==> src/rtl/branch_resolve_pkg.sv <==
// Shared types and helpers for execute-stage branch resolution and the
// direction-prediction history table.
package branch_resolve_pkg;

    typedef enum logic [1:0] {
        SNT = 2'b00,
        WNT = 2'b01,
        WT  = 2'b10,
        ST  = 2'b11
    } bht_ctr_t;

    typedef enum logic {
        IDLE    = 1'b0,
        PENDING = 1'b1
    } br_state_t;

    localparam bht_ctr_t    BHT_RESET = WNT;
    localparam logic [31:0] CTR_MAX   = 32'hFFFF_FFFF;

    // 2-bit saturating step toward the observed direction
    function automatic bht_ctr_t ctr_next(input bht_ctr_t c, input logic taken);
        if (taken)
            return (c == ST) ? ST : bht_ctr_t'(c + 2'd1);
        else
            return (c == SNT) ? SNT : bht_ctr_t'(c - 2'd1);
    endfunction

    function automatic logic [31:0] sat_inc(input logic [31:0] v);
        return (v == CTR_MAX) ? v : v + 32'd1;
    endfunction

endpackage

==> src/rtl/branch_resolve_bht.sv <==
// Branch history table: 2-bit saturating counters, one combinational read
// port for fetch and one update port for resolved conditional branches.
module branch_resolve_bht
    import branch_resolve_pkg::*;
#(
    parameter int IDX_W = 6
) (
    input  logic             clk,
    input  logic             rst_n,
    input  logic [IDX_W-1:0] rd_idx,
    output bht_ctr_t         rd_ctr,
    input  logic             upd_en,
    input  logic [IDX_W-1:0] upd_idx,
    input  logic             upd_taken
);

    bht_ctr_t ctr [0:(1<<IDX_W)-1];

    // No write-to-read bypass: an aliasing read sees the pre-update value
    assign rd_ctr = ctr[rd_idx];

    always_ff @(posedge clk or negedge rst_n) begin
        if (!rst_n) begin
            for (int i = 0; i < (1 << IDX_W); i++)
                ctr[i] <= BHT_RESET;
        end else if (upd_en) begin
            ctr[upd_idx] <= ctr_next(ctr[upd_idx], upd_taken);
        end
    end

endmodule

==> src/rtl/branch_resolve.sv <==
// Resolves control transfers in EX, compares against the fetch prediction and
// issues a registered redirect/flush on mispredict; owns the BHT and perf counters.
//
// state   | meaning
// IDLE    | resolving EX instructions each non-stalled valid cycle
// PENDING | redirect held for fetch; EX contents are wrong-path and ignored
module branch_resolve
    import branch_resolve_pkg::*;
#(
    parameter int BHT_IDX_W = 6
) (
    input  logic        clk,
    input  logic        rst_n,
    input  logic [31:0] pred_pc,
    output logic        pred_taken,
    input  logic        ex_valid,
    input  logic        ex_stall,
    input  logic        ex_is_br,
    input  logic        ex_is_jal,
    input  logic        ex_is_jalr,
    input  logic        ex_is_c,
    input  logic [31:0] ex_pc,
    input  logic [31:0] ex_imm,
    input  logic [31:0] ex_rs1,
    input  logic        ex_br_en,
    input  logic        ex_pred_taken,
    output logic        redirect_valid,
    output logic [31:0] redirect_pc,
    input  logic        redirect_ready,
    output logic        flush,
    output logic [31:0] br_count,
    output logic [31:0] mispred_count
);

    br_state_t   state;
    bht_ctr_t    pred_ctr;
    logic        resolve;
    logic        taken;
    logic        mispredict;
    logic [31:0] target;
    logic [31:0] fall_thru;
    logic [31:0] correct_pc;
    logic        unused_pred_pc;

    assign unused_pred_pc = ^{pred_pc[31:BHT_IDX_W+1], pred_pc[0]};

    assign resolve    = ex_valid & ~ex_stall & (state == IDLE);
    assign taken      = ex_is_br ? ex_br_en : (ex_is_jal | ex_is_jalr);
    assign target     = ex_is_jalr ? ((ex_rs1 + ex_imm) & ~32'h1) : (ex_pc + ex_imm);
    assign fall_thru  = ex_pc + (ex_is_c ? 32'd2 : 32'd4);
    assign correct_pc = taken ? target : fall_thru;
    // JALR has no BTB behind it, so fetch never had the right target
    assign mispredict = ex_is_jalr | ((ex_is_br | ex_is_jal) & (taken != ex_pred_taken));

    branch_resolve_bht #(.IDX_W(BHT_IDX_W)) u_bht (
        .clk       (clk),
        .rst_n     (rst_n),
        .rd_idx    (pred_pc[BHT_IDX_W:1]),
        .rd_ctr    (pred_ctr),
        .upd_en    (resolve & ex_is_br),
        .upd_idx   (ex_pc[BHT_IDX_W:1]),
        .upd_taken (ex_br_en)
    );

    assign pred_taken = (pred_ctr == WT) || (pred_ctr == ST);

    always_ff @(posedge clk or negedge rst_n) begin
        if (!rst_n) begin
            state          <= IDLE;
            redirect_valid <= 1'b0;
            redirect_pc    <= '0;
            flush          <= 1'b0;
            br_count       <= '0;
            mispred_count  <= '0;
        end else begin
            flush <= 1'b0;
            if (state == IDLE) begin
                if (resolve & ex_is_br)
                    br_count <= sat_inc(br_count);
                if (resolve & mispredict) begin
                    state          <= PENDING;
                    redirect_valid <= 1'b1;
                    redirect_pc    <= correct_pc;
                    flush          <= 1'b1;
                    mispred_count  <= sat_inc(mispred_count);
                end
            end else if (redirect_ready) begin
                state          <= IDLE;
                redirect_valid <= 1'b0;
            end
        end
    end

    a_ctl_onehot: assert property (@(posedge clk) disable iff (!rst_n)
        ex_valid |-> $onehot0({ex_is_br, ex_is_jal, ex_is_jalr}));

endmodule

==> config.mk <==
export PLATFORM = sky130hd
export DESIGN_NAME = branch_resolve
export DESIGN_NICKNAME = d
export VERILOG_FILES = /design/src/rtl/branch_resolve_pkg.sv /design/src/rtl/branch_resolve_bht.sv /design/src/rtl/branch_resolve.sv
export SDC_FILE = /design/constraint.sdc
export NUM_CORES = 1
export LEC_CHECK = 0
export ABC_AREA = 0
export BUFFER_PORTS_ARGS = -buffer_cell sky130_fd_sc_hd__buf_4
export CAP_MARGIN = 20
export CELL_PAD_IN_SITES_DETAIL_PLACEMENT = 2
export CELL_PAD_IN_SITES_GLOBAL_PLACEMENT = 2
export CORE_MARGIN = 2
export CORE_UTILIZATION = 39
export CTS_CLUSTER_DIAMETER = 30
export DETAILED_ROUTE_END_ITERATION = 7
export PLACE_DENSITY_LB_ADDON = 0.15
export SYNTH_ARGS = -nofsm -noshare
export SYNTH_HDL_FRONTEND = slang
export SYNTH_HIERARCHICAL = 1
export SYNTH_SLANG_ARGS = --single-unit
==> constraint.sdc <==
create_clock -name clk -period 8 [get_ports clk]
set_clock_uncertainty 0.05 [all_clocks]
set_input_delay 0.4 -clock clk [delete_from_list [all_inputs] [get_ports clk]]
set_output_delay 0.4 -clock clk [all_outputs]
set_load 0.02 [all_outputs]
-- Yosys cells after proc, flatten, opt, wreduce, memory -nomap -nowiden
Cells that the tools add are included.
- $add $sub $neg: 7
- order comparisons: 3
- equal/unequal tests: 7
- multiplexer cells: 24
- bitwise logic cells: 14
- reductions and logical operators: 8
- operators with widths (kind ; count):
    bitwise mux 128 bit ; 1
    adder 32 x 1 -> 32 bit (second input constant) ; 2
    adder 32 bit ; 2
    == test 32 bit (second input constant) ; 2
    two-way mux 32 bit ; 2
    adder 32 x 3 -> 32 bit ; 1
    binary-select mux 2 bit (select 6 bit) ; 2
    two-way mux 2 bit ; 9
    greater-or-equal comparator 7 bit (second input constant) ; 2
    NOT 6 -> 7 bit ; 2
    demux 2 bit (select 6 bit) ; 1
    two-way mux 1 bit ; 8
    less-than comparator 7 x 1 -> 1 bit (second input constant) ; 1
    == test 2 bit (second input constant) ; 3
    AND reduction 3 bit ; 2
    AND 1 bit ; 5
    NOT 1 bit ; 4
    AND reduction 2 bit ; 2
    two-way mux 3 bit ; 1
    OR 1 bit ; 3
    adder 2 x 1 -> 2 bit (second input constant) ; 1
    logical NOT 2 bit ; 1
    inequality test 2 bit (second input constant) ; 1
    nonzero test 2 bit ; 1
    4 further kinds ; 4
- register bits after elaboration: 227
- logic and storage cells: 133

-- Longest topological paths before layout
Gate-level depths: netlist of run 1.
- depth after elaboration: 9
- depth in mapped cells: 12
- gate-level depth less buffers: 12

-- Modules after synthesis
The synthesis of run 1 kept the hierarchy.
- by module, submodules not included (module ; times used ; cells an instance ; area each (µm²)):
    branch_resolve ; 1 ; 993 ; 8358.0
    branch_resolve_bht ; 1 ; 627 ; 7273.2

-- Least setup slack after synthesis of run 1
Ideal clock, no wire load.
- kind: input-to-output
- start point: input pred_pc[1]
- end point: output pred_taken
- data arrival time: 2.801 ns
- path slack: 4.749 ns
- stages: 6
- path buffers: 3
- cell sequence: clkbuf_1 buf_1 mux4_2 mux4_2 mux4_2 clkbuf_1
- word-level cells in the longest chain between the ends: 6
- ends and longest elaborated chain (element ; RTL line ; RTL):
    start, declared ; branch_resolve.sv:14 ; input logic [31:0] pred_pc,
    NOT 6 -> 7 bit (implied by the code) * ; branch_resolve_bht.sv:20 ; assign rd_ctr = ctr[rd_idx];
    binary-select mux 2 bit (select 6 bit) * ; branch_resolve_bht.sv:20 ;
    two-way mux 2 bit (implied by the code) * (2 in a row) ; branch_resolve_bht.sv:20 ;
    named net pred_ctr[1] ; branch_resolve.sv:36 ; bht_ctr_t pred_ctr;
    == test 2 bit ; branch_resolve.sv:65 ; assign pred_taken = (pred_ctr == WT) || (pred_ctr == ST);
    logical OR 1 bit * ; branch_resolve.sv:65 ;
    end, declared ; branch_resolve.sv:15 ; output logic pred_taken,
The timed path passes the listed nets; every way through them passes the cells marked *. The select of a mux whose other input is x is not followed.

-- Worst setup path in the final report of run 1
- start point: input ex_pc[1]
- end point: register u_bht/ctr[102] in the netlist's numbering
- word-level cells in the longest chain between the ends: 9
- ends and longest elaborated chain (element ; RTL line ; RTL):
    start, declared ; branch_resolve.sv:22 ; input logic [31:0] ex_pc,
    NOT 6 -> 7 bit (implied by the code) * ; branch_resolve_bht.sv:27 ; ctr[upd_idx] <= ctr_next(ctr[upd_idx], upd_taken);
    binary-select mux 2 bit (select 6 bit) ; branch_resolve_bht.sv:27 ;
    two-way mux 2 bit (implied by the code) (2 in a row) ; branch_resolve_bht.sv:27 ;
    subtractor 2 x 1 -> 2 bit, or another cell as far along ; branch_resolve_pkg.sv:25 ; return (c == SNT) ? SNT : bht_ctr_t'(c - 2'd1);
    two-way mux 2 bit (on tied branches) ; branch_resolve_pkg.sv:25, branch_resolve_pkg.sv:23 ;
    two-way mux 2 bit ; branch_resolve_pkg.sv:22 ; if (taken)
    two-way mux 2 bit ; branch_resolve_bht.sv:26 ; end else if (upd_en) begin
    bitwise mux 128 bit * ; branch_resolve_bht.sv:27 ;
    end signal, assigned by index ; branch_resolve_bht.sv:27 ;
    end, declared ; branch_resolve_bht.sv:17 ; bht_ctr_t ctr [0:(1<<IDX_W)-1];
Every way passes the cells marked *; elsewhere a longest branch is shown, timed or not. The select of a mux whose other input is x is not followed.
A chain may end at the register's enable or synchronous reset.

==> flow_results.org, run 1 <==
** Run status
- The flow ran to the end, and the final reports show no timing, DRC or antenna violations.

** CTS
- Buffers inserted during clock tree synthesis total between 50 and 60.
- Total setup buffers inserted after CTS :: 0
- In this run, post-CTS repair resized a total of 0 instances.
- Clock-pin slew on the worst setup and hold paths :: 50 ps
- Num Clock Sinks :: 227
- Maximum number of buffers from clock root to sink :: 3
- TritonCTS built the clock tree.
- Clock root buffer :: clkbuf_16
- The clock reaches the later pin of the worst-skew pair after approximately 570 ps.
- The H-tree was split into 2 levels.
- Hold Buf Count CTS :: 2

** STA
- Tcrit/Tclk final :: between 40% and 50%
- Hold violation total from the final report :: 0
- Count of endpoints failing setup in the final report :: 0
- Period minus WS final :: 3800 ps
- Relative max-transition margin :: about 17%
- Static timing analysis puts the maximum clock frequency at 263 MHz.
- Worst Max-Slew Pin Slew :: 1240 ps
- Summed negative setup slack over all endpoints :: 0 ps
- The count of pins over their slew limit came to 0.
- Hold timing on the final database bottoms out at a slack of 104 ps.
- Unrepaired setup endpoints after global routing :: no

** Setup path
- Of all nets on the critical path, the largest fanout is a little under 50.
- STA classifies the critical path endpoint as a flop.
- Counting cells, the worst reg-to-reg path comes to 6.
- The worst setup path is launched from an input port.
- The startpoint identified for the worst register-to-register timing path is state$_DFF_PN0_.
- Worst reg-to-reg setup slack :: 4620 ps
- Tracing the worst setup path back leads to its startpoint at ex_pc[1].
- Destination of the critical timing path :: u_bht/ctr[102]$_DFFE_PN1P_
- The endpoint identified for the worst register-to-register timing path is u_bht/ctr[1]$_DFFE_PN0P_.
- Worst path required time :: 8400 ps
- The setup path with the least slack is of type input port to flop.
- Arr. time, crit path :: 4200 ps

** Job
- Count of maximum capacitance violations :: 0

** Placed design
- Number of buffers inserted by port buffering :: 211
- The congestion estimate from routability-driven global placement came to 0.855.
- Sum of net half-perimeters after detailed placement :: ~39 mm
- Placement Cell Area :: 17200 um^2

** Pwr
- Leak :: 8.44 nW
- Power per cell area :: 238 nW/um^2
- The worst-case IR drop observed on VDD is ~0.00018 V.
- Overall Power :: roughly 4.5 mW

** Layout
- Final core occ :: 49.6%
- Count of inserted antenna diode cells :: 0
- Final Net Count :: ~2.0k
- Storage cell area :: 5760 um^2
- Signed area change from the synthesized netlist to the final layout :: 25.8%
- Area of the multi-input gates :: 8930 um^2
- Final Instance Area :: 19100 um^2
- Of the cells placed in the final design, the portion with a size suffix greater than 1 is 28.0%.
- Fill cell total of the finished layout :: 4102

** Drt
- After detailed routing, the number of remaining DRC violations is 0.
- In the final routed layout, each cell accounts on average for 24.7 um.
- Total via count in the routed design :: 13.9k
- The detail route stage leaves a number of antenna-violating nets equal to 0.
- Total Wirelength :: 58.5 mm
- Initial DRC Count :: 670
- Number of iterations in the first detailed-routing pass :: 5
- Via density per instance :: roughly 5.9

** GRT
- The initial antenna violation count was 1.
- Global-route usage over all layers :: 29.0%
- The first global-routing pass estimated approximately 93 mm of wire.
- Overall overflow remaining after global route :: 0
- Largest net degree at the start of global routing :: around 130
- Number of global-route vias before repair :: 15.8k

** Die
- Total I/O pin count :: about 240
- The floorplan step set the die width to ~200 um.
- The die is 201 um tall.
- After floorplanning, the core was divided into 72 placement rows.
- The die covers 40500 um^2.
- Placeable Area :: 38500 um^2
- The initial utilization of the core area, before any placement, comes to 39.4%.

** Yosys
- During synthesis, Yosys emitted a total of 6 warnings.
- Cells after synthesis :: ~1.6k
- Post-synth net total :: 1806
- Area of the mapped netlist :: between 15000 and 20000 um^2
- Synthesized area per cell :: about 9.5 um^2

** Hold path
- Classification of the worst-slack hold path :: input port to flop
worst min-delay path by stage:
| stage | startpoint | endpoint | slack, ps | cells past startpoint |
|---|---|---|---|---|
| after global placement | u_bht/ctr[60]$_DFFE_PN1P_ | u_bht/ctr[60]$_DFFE_PN1P_ | 400 | 2 |
| after detailed placement | u_bht/ctr[42]$_DFFE_PN1P_ | u_bht/ctr[42]$_DFFE_PN1P_ | 410 | 2 |
| after global routing | ex_pc[0] | redirect_pc[0]$_DFFE_PN0P_ | 140 | 3 |
| final | ex_pc[0] | redirect_pc[0]$_DFFE_PN0P_ | 100 | 3 |
| after floorplan | rst_n | br_count[0]$_DFFE_PN0P_ | 50 | 0 |
| after CTS | ex_pc[0] | redirect_pc[0]$_DFFE_PN0P_ | 100 | 3 |
sequential cells by signal, summed over array words and instances, names as in the netlist:
| name | count |
|---|---|
| u_bht/ctr | 128 |
| br_count | 32 |
| mispred_count | 32 |
| redirect_pc | 32 |
| flush | 1 |
| redirect_valid | 1 |
| state | 1 |
through the flow:
stage / std cells / worst slack, ps
after floorplan: 1599 / 4940
after global placement: 2268 / 3930
after detailed placement: 2269 / 3740
after CTS: 2373 / 4260
after global routing: 2374 / 4070
final: 2374 / 4200
worst max-delay path, stage by stage:
cell and delay [ps]:
buf_4 180, buf_4 650, mux4_2 620, nand3_1 130, nand4_1 190, a2111oi_1 430, and3_1 230, maj3_2 530
buf_4 500, o21ai_0 260
cells in the final DEF, fill, tap and decap left out, drive strengths merged, types with 8 or more instances in the layout:
| master | n |
|---|---|
| o211ai | 12 |
| inv | 34 |
| and4 | 8 |
| nand4 | 37 |
| mux2 | 73 |
| nor2 | 72 |
| buf | 225 |
| a211oi | 17 |
| clkinv | 17 |
| o21bai | 8 |
| nor2b | 9 |
| mux2i | 24 |
| a221oi | 11 |
| nand2 | 259 |
| and3 | 20 |
| dfrtp | 163 |
| xnor2 | 86 |
| xor2 | 53 |
| nor4 | 10 |
| clkbuf | 68 |
| clkinvlp | 9 |
| a21o | 26 |
| nand2b | 15 |
| o21a | 8 |
| bufinv | 8 |
| nor3 | 34 |
| o21ai | 134 |
| a21oi | 88 |
| ha | 65 |
| dfstp | 64 |
| and2 | 10 |
| nand3 | 44 |
| mux4 | 32 |
power breakdown:
group / total (mW) / internal [mW] / switching [mW] / leakage (nW)
Sequential: 1.35 / 1.26 / 0.0871 / 2.85
Clock: 2.29 / 1.54 / 0.743 / 0.898
Combinational: 0.908 / 0.352 / 0.556 / 4.69
Total: 4.54 / 3.15 / 1.39 / 8.44
layer usage:
metal	wire length, um	global-route usage (%)
met5	0	0
met4	2050	11.9
met3	2170	4.02
met2	29800	51.2
met1	24500	35.7
cell type report:
cell class	instances	share of cell area, %
Inverter	34	0.669
Clock inverter	34	2.26
Sequential cell	227	30.2
Tap cell	518	3.40
Timing Repair Buffer	227	9.04
Clock buffer	68	7.62
Multi-Input combinational cell	1266	46.8
No activity file was read; power rests on OpenSTA's default activity.
==> run 2: changes to the inputs <==
Settings changed: CORE_UTILIZATION 39 to 36.
Clock period 8 ns to 3.7 ns, I/O delays scaled along.
==> flow_results.org, run 2 (synthesis results as in run 1) <==
** Run status
- The flow ran to the end, and the final reports show no timing, DRC or antenna violations.

** STA
- The clock period could shrink to 3330 ps.
- For the pin with the worst max-slew slack, the measured transition is 881 ps.
- Least setup slack across all paths after layout :: 373 ps
- In the finished design, the share of the clock period the worst path needs comes to 89.9%.
- Maximum clock frequency :: 301 MHz
- Setup violations remaining at the end of the flow were counted as 0.
- Summed negative setup slack over all endpoints :: 0 ps
- The worst pin sits at a relative slew slack of 40.8%.
- Hold violation total from the final report :: 0
- Setup repair after global routing left no endpoint under its margin.
- Pins Over Slew Limit :: 0

** Placed design
- At the end of routability-driven placement, the weighted congestion stood at 0.820.
- Inst Count DP :: 2323
- Input and output buffers added on the ports amount to 211.
- Post-place setup slack :: 194 ps
- After legalization and detailed placement, the total HPWL measured approximately 40 mm.

** GRT
- The initial antenna violation count came to 1.
- Entering global routing, the biggest net connects 105 pins.
- The via count of the first global-routing pass is 15.8k.
- The first global-routing pass estimated 91.7 mm of wire.
- Global-route usage over all layers :: 26.8%
- After global routing the overflow that remains totals 0.

** Die
- Measured along the y axis, the die boundary spans 209 um.
- Total I/O pin count :: 238
- The region available for standard cell placement spans 41800 um^2.
- Total die area :: 43800 um^2
- Initial Utilization :: 36.3%
- Row generation in the floorplan step produced 75 rows.
- Floorplan die width :: 209 um

** CTS
- The clock drives 227 sinks.
- After clock tree synthesis, the clock-pin slew on the worst setup and hold paths is roughly 40 ps.
- TritonCTS built the clock tree.
- The clock passes through at most 3 buffers.
- Clock tree synthesis inserted a total of 61 buffers.
- Total setup buffers inserted after CTS :: 0
- CTS placed an instance of clkbuf_16 at the clock tree root.
- At the later pin of the worst-skew pair, clock insertion delay measures between 600 and 700 ps.
- H-Tree Level Count :: 2

** Layout
- Final Net Count :: about 2.1k
- Cells fill between 40% and 50% of the core in the end.
- Leaving out fill and tap cells, the most frequent cell in the layout is nand2_1.
- Non-filler cells, final :: roughly 2.4k
- Register name with the most flops :: u_bht/ctr
- Commonest cells after routing, fill and taps aside :: nand2_1 (257), buf_4 (253), dfrtp_1 (163), o21ai_0 (127), a21oi_1 (88)
- Number of flip-flops under the largest register name :: approximately 130
- Signed area change from the synthesized netlist to the final layout :: 30.7%
- Layout cell share with drive strength beyond 1 :: 29.7%
- Fill cell total of the finished layout :: 4376

** Drt
- The detailed router placed 13.8k vias in this run.
- Final antenna-violating net count :: 0
- Summed over all layers, the routed wires come to 57.8 mm.
- Using the TritonRoute via totals, the vias-per-cell ratio works out to 5.63.
- After the first detailed-routing iteration, the DRC count stood at 575.
- For this run, design rule violations remaining after detail routing come to 0.
- Number of iterations in the first detailed-routing pass :: 7
- Routed wirelength normalized by instance count :: 23.6 um

** Setup path
- Maximum fanout along the worst path :: 4
- The critical path is of the input port to flop type.
- Kind of end point of the critical path :: flop
- Startpoint class of the critical path :: input port
- Arr. time, crit path :: 3810 ps
- At the worst endpoint, the required time is 4180 ps.

** Pwr
- Power spread over the standard cell area amounts to 541 nW/um^2.
- Leak :: ~9 nW
- The worst-case IR drop observed on VDD is 0.000378 V.

** Hold path
- Classification of the worst-slack hold path :: input port to flop

** Job
- Across the run, the number of max-cap violations was 0.
## run 2: final timing paths
check / start / to / slack, ps / cells after the start
max: ex_pc[0] / redirect_pc[24]$_DFFE_PN0P_ / 370 / 15
min: ex_pc[11] / redirect_pc[11]$_DFFE_PN0P_ / 40 / 4
max reg2reg: mispred_count[13]$_DFFE_PN0P_ / mispred_count[1]$_DFFE_PN0P_ / 510 / 9
min reg2reg: u_bht/ctr[42]$_DFFE_PN1P_ / u_bht/ctr[42]$_DFFE_PN1P_ / 410 / 2
max in group asynchronous: rst_n / redirect_pc[26]$_DFFE_PN0P_ / 2330 / 3
min in group asynchronous: rst_n / u_bht/ctr[119]$_DFFE_PN0P_ / 160 / 2
## run 2: worst max-delay path: stages
cell	delay (ps)
dlygate4sd3_1	530
buf_4	110
ha_1	180
fa_1	240
a211o_1	150
o211ai_1	160
a211oi_1	450
o21ai_0	160
buf_4	180
o31a_1	380
o21ai_0	430
xnor2_1	130
a221oi_1	270
o21ai_0	160
nand2_1	90
## run 2: metrics by stage
step	area, um^2	hold WS (ps)	power (mW)
final	19800	36.5	10.7
after CTS	19800	13.2	10.8
after floorplan	15200	-161	4.01
after global routing	19800	42.1	11.2
after global placement	17500	235	4.81
after detailed placement	17500	244	4.88
## run 2: repair_timing
| item | in CTS | in global routing |
|---|---|---|
| setup endpoints to repair | 0 | 1 |
| endpoints found under the hold margin | 67 | 0 |
| gates resized for setup | 0 | 1 |
| hold buffers | 8 | 0 |
## run 2: where the power goes
| group | leakage (nW) | switching (mW) | internal (mW) |
|---|---|---|---|
| Clock | 1.11 | 1.72 | 4.13 |
| Combinational | 4.89 | 1.18 | 0.785 |
| Sequential | 2.85 | 0.196 | 2.72 |
| Total | 8.84 | 3.09 | 7.63 |
## run 2: cell type report
type                            count  area (um^2)  share of cell area (%)
Antenna cell                        2         5.00                  0.0253
Tap cell                          539          674                    3.40
Clock inverter                     37          561                    2.83
Sequential cell                   227         5760                    29.1
Timing Repair Buffer              265         2050                    10.4
Clock buffer                       79         1700                    8.60
Multi-Input combinational cell   1266         8920                    45.0
Inverter                           34          128                   0.644
## run 2: layer usage
metal | vias to the layer above | routed length, um | global-route usage (%)
met2 | 314 | 29200 | 46.7
li1 | 6349 | - | -
met5 | - | 0 | 0
met3 | 107 | 2200 | 3.86
met4 | 0 | 1850 | 10.0
met1 | 7024 | 24600 | 33.8
==> run 3: changes to the inputs <==
Settings changed: CORE_MARGIN 2 to 3.
==> flow_results.org, run 3 (synthesis results as in run 1) <==
** Run status
- The flow ran to the end, and the final reports show no timing, DRC or antenna violations.

** Layout
- Fill cell total of the finished layout :: between 4k and 5k
- The post-route netlist has 29.2% of its cells at a drive strength greater than 1.
- Leading cell type in the layout, fill and taps excluded :: nand2_1
- The register with the most flip-flops in the final layout is u_bht/ctr.
- At the end of the flow, the number of nets in the layout was around 2k.
- At the end of the flow the core is filled with cells to 47.4%.
- The number of antenna diodes in the final layout is 0.
- The register with the most flip-flops in the layout has 128 of them.
- Non-filler cells, final :: between 2k and 2.5k
- Compared with the post-synthesis result, the final layout area differs by 29.0%.
- Commonest cells after routing, fill and taps aside :: nand2_1 (257), buf_4 (252), dfrtp_1 (163), o21ai_0 (127), a21oi_1 (88)

** Placed design
- Inst Count DP :: 2315
- Detailed placement ended at an HPWL of 41.7 mm.
- Number of buffers inserted by port buffering :: 211
- At the end of routability-driven placement, the weighted congestion stood at 0.836.

** GRT
- First-pass GRT wire length :: 92.3 mm
- The via count of the first global-routing pass is 15.8k.
- Number of antenna violations at the first check in global routing :: 1
- Global-route usage over all layers :: between 20% and 30%
- Entering global routing, the biggest net connects 91 pins.
- Overall overflow remaining after global route :: 0

** Setup path
- Startpoint class of the critical path :: input port
- The setup path with the least slack is of type input port to flop.
- Of all nets on the critical path, the largest fanout is 4.
- Arr. time, crit path :: 3850 ps
- Worst path required time :: 4140 ps
- STA classifies the critical path endpoint as a flop.

** STA
- The clock period could shrink to 3400 ps.
- Headroom to the max-slew limit came out at 47.7%.
- Setup repair after global routing left no endpoint under its margin.
- The count of pins over their slew limit came to 0.
- Worst Max-Slew Pin Slew :: about 800 ps
- The hold violation total from the final report was 0.
- Worst Hold Slack :: 27.5 ps
- For the final routed database, the setup TNS stands at 0 ps.
- Tcrit/Tclk final :: between 90% and 100%
- Maximum clock frequency :: around 290 MHz
- Setup violations remaining at the end of the flow were counted as 0.

** CTS
- The clock tree synthesis step divided the H-tree into 2 levels.
- Once the clock tree was built, the resizer swapped 0 gates to a different size.
- Clock-pin slew on the worst setup and hold paths :: around 40 ps
- CTS saw between 200 and 250 sinks.
- Maximum number of buffers from clock root to sink :: 3
- Latest clock arrival within the worst-skew pair :: 600 ps
- Counting the buffers created by CTS gives 59.
- The cell sitting at the root of the clock tree is a clkbuf_16.
- CTS tree :: yes

** Die
- Number of core rows :: 74
- In this run the horizontal extent of the chip is 211 um.
- The floorplan step defined a die boundary enclosing 44600 um^2.
- The region available for standard cell placement spans 41200 um^2.
- From bottom edge to top edge, the die measures 211 um.
- Total I/O pin count :: around 240
- For this configuration, the core starts out at a cell density of 36.8%.

** Drt
- Via density per instance :: 5.74
- Final antenna-violating net count :: 0
- DRC errors left :: 0
- Total via count in the routed design :: 14.0k
- Number of iterations in the first detailed-routing pass :: 5
- Dividing the detail-routed wire length by the instance count gives 24.5 um.
- Initial DRC Count :: 700
- Total Wirelength :: 59.6 mm

** Hold path
- The path class of the tightest hold or removal check is input port to flop.

** Pwr
- Largest vdd supply drop :: 0.000356 V
- Overall Power :: approximately 10 mW
- The analysis attributes to cell leakage a power of approximately 8.7 nW.
- In this run the power density over the cells is around 510 nW/um^2.

** Job
- Across the run, the number of max-cap violations was 0.
[run 3: metal layers]
layer  global-route usage, %  wire length [um]
met1                    32.6             25300
met2                    47.7             30400
met3                    3.68              2220
met4                    8.06              1620
met5                       0                13
[run 3: where the power goes]
group	switching, mW	internal [mW]	leakage, nW	total [mW]
clock	1.65	3.48	0.992	5.13
sequential	0.209	2.72	2.85	2.93
combinational	1.20	0.787	4.89	1.99
total	3.06	6.99	8.73	10.0
[run 3: worst paths after layout]
| kind | cells past startpoint | endpoint | slack [ps] | from |
|---|---|---|---|---|
| worst max-delay path | 15 | redirect_pc[28]$_DFFE_PN0P_ | 300 | ex_pc[0] |
| worst min-delay path | 5 | redirect_pc[26]$_DFFE_PN0P_ | 30 | ex_pc[26] |
| worst max register to register | 9 | mispred_count[1]$_DFFE_PN0P_ | 330 | mispred_count[11]$_DFFE_PN0P_ |
| worst min register to register | 2 | u_bht/ctr[42]$_DFFE_PN1P_ | 430 | u_bht/ctr[42]$_DFFE_PN1P_ |
| max in group asynchronous | 3 | u_bht/ctr[108]$_DFFE_PN1P_ | 2540 | rst_n |
| min in group asynchronous | 2 | u_bht/ctr[5]$_DFFE_PN0P_ | 160 | rst_n |
[run 3: metrics by stage]
step                      area (um^2)  worst slack [ps]
final                           19600               296
after global routing            19600              90.5
after CTS                       19600               292
after detailed placement        17400               177
after global placement          17400               264
after floorplan                 15200               859
[run 3: critical path, stage by stage]
cell and delay, ps:
dlygate4sd3_1 530, buf_4 140, ha_1 210, fa_1 420, a211o_1 290, o211ai_1 180
a211oi_1 180, o21ai_0 280, buf_4 190, o31a_1 250, o21ai_0 180, a221oi_1 360
xnor2_1 170, nor4_1 60, nor3_1 220
[run 3: repair_timing]
item | in CTS | in global routing
setup buffers | 0 | 0
hold buffers | 10 | 0
endpoints found under the hold margin | 76 | 0
[run 3: cell type report]
cell class	count	area, um^2	share of cell area, %
timing repair buffer	266	2070	10.6
sequential	227	5760	29.5
tap	532	666	3.40
inverter	34	128	0.653
multi-input combinational	1266	8920	45.6
clock inverter	30	345	1.77
clock buffer	80	1670	8.52
